<file path="src/rtl/rv32i_multiplier_unit_if.sv">
// rv32i_multiplier_unit_if: execute-stage multiplier request/response bundle.
interface rv32i_multiplier_unit_if #(parameter int WIDTH = 16);
    logic                 i_multiplier_en;
    logic [WIDTH-1:0]     i_multiplier_operand_one;
    logic [WIDTH-1:0]     i_multiplier_operand_two;
    logic                 o_multiplier_valid;
    logic [2*WIDTH-1:0]   o_multiplier_result;
    logic                 o_multiplier_busy;
    modport slave (
        input  i_multiplier_en, i_multiplier_operand_one, i_multiplier_operand_two,
        output o_multiplier_valid, o_multiplier_result, o_multiplier_busy
    );
    modport master (
        output i_multiplier_en, i_multiplier_operand_one, i_multiplier_operand_two,
        input  o_multiplier_valid, o_multiplier_result, o_multiplier_busy
    );
endinterface

</file>
<file path="src/rtl/rv32i_multiplier_unit.sv">
// rv32i_multiplier_unit: iterative shift-add unsigned multiplier, RADIX_BITS multiplier bits per cycle.
module rv32i_multiplier_unit #(
    parameter int WIDTH      = 16,
    parameter int RADIX_BITS = 2
) (
    input logic                    i_clk,
    input logic                    i_rst,
    rv32i_multiplier_unit_if.slave bus
);
    localparam int W2 = 2 * WIDTH;
    localparam int N  = WIDTH / RADIX_BITS;
    localparam int CW = (N > 1) ? $clog2(N) : 1;
    localparam logic [1:0] S_IDLE = 2'd0;
    localparam logic [1:0] S_COMP = 2'd1;
    localparam logic [1:0] S_DONE = 2'd2;

    if ((WIDTH % RADIX_BITS) != 0 || !(RADIX_BITS == 1 || RADIX_BITS == 2 || RADIX_BITS == 4))
        $error("rv32i_multiplier_unit: illegal WIDTH/RADIX_BITS combination");

    logic [1:0]       r_state;
    logic [WIDTH-1:0] r_a;
    logic [WIDTH-1:0] r_b;
    logic [W2-1:0]    r_acc;
    logic [W2-1:0]    r_result;
    logic [CW-1:0]    r_cnt;
    logic             r_valid;
    logic [W2-1:0]    w_pp;
    logic [W2-1:0]    w_sum;

    assign w_pp  = ({{WIDTH{1'b0}}, r_a} * {{(W2-RADIX_BITS){1'b0}}, r_b[RADIX_BITS-1:0]}) << (r_cnt * RADIX_BITS);
    assign w_sum = r_acc + w_pp;

    always_ff @(posedge i_clk or posedge i_rst) begin
        if (i_rst) begin
            r_state  <= S_IDLE;
            r_a      <= '0;
            r_b      <= '0;
            r_acc    <= '0;
            r_result <= '0;
            r_cnt    <= '0;
            r_valid  <= 1'b0;
        end else begin
            case (r_state)
                S_IDLE: begin
                    r_valid <= 1'b0;
                    if (bus.i_multiplier_en) begin
                        r_a     <= bus.i_multiplier_operand_one;
                        r_b     <= bus.i_multiplier_operand_two;
                        r_acc   <= '0;
                        r_cnt   <= '0;
                        r_state <= S_COMP;
                    end
                end
                S_COMP: begin
                    if (!bus.i_multiplier_en) begin
                        r_state <= S_IDLE;
                    end else begin
                        r_acc <= w_sum;
                        r_b   <= r_b >> RADIX_BITS;
                        r_cnt <= r_cnt + 1'b1;
                        if (r_cnt == CW'(N - 1)) begin
                            r_result <= w_sum;
                            r_valid  <= 1'b1;
                            r_state  <= S_DONE;
                        end
                    end
                end
                S_DONE: begin
                    // return-to-zero: only a sampled en=0 re-arms acceptance
                    r_valid <= 1'b0;
                    if (!bus.i_multiplier_en) r_state <= S_IDLE;
                end
                default: r_state <= S_IDLE;
            endcase
        end
    end

    assign bus.o_multiplier_valid  = r_valid;
    assign bus.o_multiplier_result = r_result;
    assign bus.o_multiplier_busy   = (r_state != S_IDLE);
endmodule

</file>
<file path="src/flat_wrapper.sv">
// flat-port wrapper written by rule: the top's interface ports become plain ports
module rv32i_multiplier_unit_flat 
#(
    parameter int WIDTH      = 16,
    parameter int RADIX_BITS = 2
)
  (i_clk, i_rst, bus_i_multiplier_en, bus_i_multiplier_operand_one, bus_i_multiplier_operand_two, bus_o_multiplier_valid, bus_o_multiplier_result, bus_o_multiplier_busy);
  rv32i_multiplier_unit_if #(.WIDTH(WIDTH)) bus_i ();
  input logic i_clk;
  input logic i_rst;
  input wire logic [$bits(bus_i.i_multiplier_en)-1:0] bus_i_multiplier_en;
  input wire logic [$bits(bus_i.i_multiplier_operand_one)-1:0] bus_i_multiplier_operand_one;
  input wire logic [$bits(bus_i.i_multiplier_operand_two)-1:0] bus_i_multiplier_operand_two;
  output wire logic [$bits(bus_i.o_multiplier_valid)-1:0] bus_o_multiplier_valid;
  output wire logic [$bits(bus_i.o_multiplier_result)-1:0] bus_o_multiplier_result;
  output wire logic [$bits(bus_i.o_multiplier_busy)-1:0] bus_o_multiplier_busy;
  assign bus_i.i_multiplier_en = bus_i_multiplier_en;
  assign bus_i.i_multiplier_operand_one = bus_i_multiplier_operand_one;
  assign bus_i.i_multiplier_operand_two = bus_i_multiplier_operand_two;
  assign bus_o_multiplier_valid = bus_i.o_multiplier_valid;
  assign bus_o_multiplier_result = bus_i.o_multiplier_result;
  assign bus_o_multiplier_busy = bus_i.o_multiplier_busy;
  rv32i_multiplier_unit #(.WIDTH(WIDTH), .RADIX_BITS(RADIX_BITS)) u_core (.i_clk(i_clk), .i_rst(i_rst), .bus(bus_i));
endmodule
</file>
<file path="config.mk">
export PLATFORM = sky130hd
export DESIGN_NAME = rv32i_multiplier_unit_flat
export DESIGN_NICKNAME = d
export VERILOG_FILES = /design/src/rtl/rv32i_multiplier_unit_if.sv /design/src/rtl/rv32i_multiplier_unit.sv /design/src/flat_wrapper.sv
export SDC_FILE = /design/constraint.sdc
export NUM_CORES = 1
export LEC_CHECK = 0
export CORE_MARGIN = 1
export CORE_UTILIZATION = 58
export CTS_CLUSTER_DIAMETER = 50
export DETAILED_ROUTE_END_ITERATION = 8
export HOLD_SLACK_MARGIN = 0.15
export PLACE_DENSITY = 0.91
export SYNTH_ARGS = -nofsm -noshare
export SYNTH_HDL_FRONTEND = slang
export SYNTH_SLANG_ARGS = --single-unit
export TNS_END_PERCENT = 10
</file>
<file path="constraint.sdc">
create_clock -name i_clk -period 6 [get_ports i_clk]
set_clock_uncertainty 0.1 [all_clocks]
set_input_delay 0.9 -clock i_clk [delete_from_list [all_inputs] [get_ports i_clk]]
set_output_delay 0.9 -clock i_clk [all_outputs]
set_load 0.05 [all_outputs]
</file>
==> run_results.csv <==
group,metric,value,unit
die,rows,40,
logic_synthesis,synth-xor-area-share,5.42,%
logic_synthesis,synth_seq_cells,102,
power_and_ir_drop,seqPwrFrac,33.5,%
routing,wire_per_inst,16.2,um
power_and_ir_drop,pwr-share-clk,21.3,%
power_and_ir_drop,switchingPower,1.08,mW
clock_network,clock_path_buffers,2,
clock_network,cts_made_buffers,9,
timing,setup_tns,0,ns
critical_path,crit_buf_inv,1,
global_routing,gr-usage-met2,47.8,%
worst_hold_path,hold_path_class,"register to register",
timing,worst_pin_slew,1.02,ns
die,ios,69,
critical_path,cpLargestDelayFamily,"compound AO/OA/AOI/OAI gates",
routing,via_per_inst,6.00,
timing,setup_viol,0,
global_routing,grt_pass1_vias,6021,
clock_network,cts_resized,0,
cells_and_area,drive_above_1_share,6.53,%
logic_synthesis,synth_edf_count,0,
critical_path,ff2ff_setup_slack,0.56,ns
critical_path,end_kind,"register",
placed_design,place_area,7860,sq um
timing,rsz0062_at_grt,"no",
timing,finalHoldViolCount,0,
logic_synthesis,seq_area_frac_synth,36.0,%
routing,via_count,6122,
logic_synthesis,synth_nets,910,
die,initial_core_util,59.3,%
placed_design,place.gp.congestion,0.929,
die,die_height,113,um
logic_synthesis,synth_top_family_by_area,"compound AO/OA/AOI/OAI gates",
cells_and_area,design_area,8130,sq um
routing,drc,0,
clock_network,clk_pin_slew,0.07,ns
logic_synthesis,synth_fa_ha_area_share,9.21,%
routing,ant_nets,0,
power_and_ir_drop,comb_power_share,45.2,%
logic_synthesis,synth_compound_gate_area_share,21.5,%
cells_and_area,diodes,0,
clock_network,ctsHoldBuffers,0,
clock_network,cts.sinks,102,
critical_path,cpMaxStageDelayCell,"dfrtp_1",
timing,fin_crit,5.44,ns
global_routing,grt_max_degree,59,
logic_synthesis,synth_top_flop_cell,"dfrtp_1",
critical_path,crit_end,"u_core.bus.o_multiplier_result[26]",
logic_synthesis,synthCells,824,
routing,routed_wl,16500,um
power_and_ir_drop,p_int,1.54,mW
global_routing,busiest_layer,"met2",
logic_synthesis,syn-cell-area,7090,sq um
critical_path,crit_fanout,17,
critical_path,arrival,5.55,ns
global_routing,met1_usage,35.7,%
die,fp.dieW,113,um
logic_synthesis,synth_mux_area_share,7.34,%
critical_path,rr_endpoint,"u_core.bus.o_multiplier_result[26]",
logic_synthesis,yosys.area_share.simple,17.7,%
power_and_ir_drop,p_leak,3.73,nW
cells_and_area,final_common_cell,"nand2_1",
flow_run,cap_viol_max_count,0,
clock_network,postCtsSetupBuffers,0,
outcome,outcome,"finished, final reports clean",
critical_path,required,6.10,ns
cells_and_area,nets,955,
routing,drtIter0Drc,331,
critical_path,worstReg2RegStart,"u_core.r_b[1]",
placed_design,port_buffers,68,
timing,period_share,90.7,%
clock_network,htreeDepth,3,
critical_path,crit_path_start_kind,"register",
clock_network,clk-insertion-delay-late,0.36,ns
global_routing,antenna_found_initial,0,
die,core-area,12000,sq um
critical_path,reg2reg_depth,21,
timing,setup_slack,0.557,ns
timing,fmax,184,MHz
clock_network,cts_tree,"done",
global_routing,grt.overflow.total,0,
placed_design,preCtsSetupSlack,0.690,ns
power_and_ir_drop,swShare,41.2,%
placed_design,hpwlAfterDp,12200,um
power_and_ir_drop,powerDensity,322,nW/um^2
critical_path,crit_path_start,"u_core.r_b[1]",
global_routing,grt_pass1_wl,28700,um
cells_and_area,fill_cells,949,
logic_synthesis,async_flop_share,100,%
die,dieArea,12700,sq um
timing,slew_headroom,31.8,%
routing,drt_pass1_iterations,6,
critical_path,cp_slowest_stage_delay,0.61,ns
cells_and_area,syn_to_final_growth,14.7,%
logic_synthesis,yosys_warnings,0,
cells_and_area,final_util,68.0,%
global_routing,grt_use_met3,6.91,%
logic_synthesis,ys_types,56,
power_and_ir_drop,vdd_ir_drop_max,0.295,mV
logic_synthesis,syn_area_per_cell,8.61,sq um
clock_network,cts-root-buf,"clkbuf_16",
timing,holdWs,0.377,ns
timing,drv_slew,0,
global_routing,grt_use_total,28.3,%
critical_path,path_depth,21,
cells_and_area,mostFrequentLayoutCells,"124 x nand2_1, 102 x dfrtp_1, 99 x o21ai_0, 68 x clkdlybuf4s50_1, 51 x a21oi_1",
critical_path,critPathKind,"register to register",
critical_path,crit_chain,"and2_1 -> ha_1 -> inv_1 -> fa_1 -> nand2b_1 -> a21oi_2 -> o211ai_2 -> a21o_2 -> a311oi_2 -> nor2_1 -> o22a_1 -> mux2_2 -> ha_1 -> nand2_1 -> nor2_1 -> and2_1 -> a221oi_1 -> a21oi_1 -> a21oi_1 -> xor2_1 -> o21ai_0",
[cells in the mapped netlist (all sizes together) (5+ instances only)]
master	count	area, sq um
inv	12	45.0
mux2i	25	250
a21o	26	196
o21ai	106	531
o22ai	5	31.3
ha	49	613
xnor2	19	174
o31ai	8	60.1
o211ai	12	95.1
nor2b	6	37.5
nor3	10	50.1
nand2b	9	56.3
nand3	24	120
dfrtp	102	2550
a21oi	52	264
and2	33	206
mux2	24	270
nand2	124	465
clkbuf	37	139
nor2	49	184
xor2	24	210
a211oi	11	87.6
a31oi	10	62.6
[per-layer routing]
layer / share of wire, % / vias up
li1: - / 3024
met1: 44 / 2887
met2: 49 / 172
met3: 5.0 / 39
met4: 2.4 / 0
met5: 0 / -
[worst min-delay path by stage]
stage,from,endpoint,slack (ns),cells after the start
finish,u_core.bus.o_multiplier_result[25],u_core.bus.o_multiplier_result[25],0.38,2
detailed placement,u_core.r_acc[8],u_core.r_acc[8],0.37,2
global route,u_core.bus.o_multiplier_result[24],u_core.bus.o_multiplier_result[24],0.41,2
CTS,u_core.r_acc[8],u_core.r_acc[8],0.38,2
global placement,u_core.r_acc[8],u_core.r_acc[8],0.36,2
floorplan,u_core.r_acc[0],u_core.r_acc[0],0.35,2
[flip-flops by register name (all words and copies together), names as in the netlist]
| name | count |
|---|---|
| u_core.bus.o_multiplier_valid | 1 |
| u_core.r_b | 16 |
| u_core.r_a | 16 |
| u_core.r_cnt | 3 |
| u_core.bus.o_multiplier_result | 32 |
| u_core.r_acc | 32 |
| u_core.r_state | 2 |
[power groups by stage]
stage | combinational (mW) | clock (mW) | sequential [mW]
after global routing | 1.31 | 0.591 | 0.891
after CTS | 1.17 | 0.569 | 0.876
after global placement | 1.13 | 0 | 0.882
final | 1.18 | 0.558 | 0.877
after detailed placement | 1.16 | 0 | 0.889
after floorplan | 0.865 | 0 | 0.892
[through the flow]
step                instances  power [mW]
global route             1020        2.79
finish                   1020        2.62
global placement         1005        2.02
detailed placement       1005        2.05
CTS                      1020        2.61
floorplan                 824        1.76
[final cells by class]
type | instances | area [sq um] | area share [%]
Inverter | 13 | 51.3 | 0.631
Timing Repair Buffer | 74 | 726 | 8.92
Clock inverter | 5 | 46.3 | 0.569
Clock buffer | 10 | 229 | 2.81
Tap cell | 147 | 184 | 2.26
Sequential cell | 102 | 2550 | 31.4
Multi-Input combinational cell | 669 | 4350 | 53.4
[logic make-up after synthesis]
| logic type | count (synthesis) |
|---|---|
| simple gates | 273 |
| flops | 102 |
| xor+xnor | 43 |
| fa+ha+maj | 51 |
| buf+inv | 53 |
| mux | 49 |
| compound gates | 253 |
[worst min-delay path, stage by stage (launching register included)]
cell	delay, ns
dfrtp_1	0.34
nand2_1	0.05
o21ai_0	0.06
Note: power is estimated with default switching activity, not from simulation.
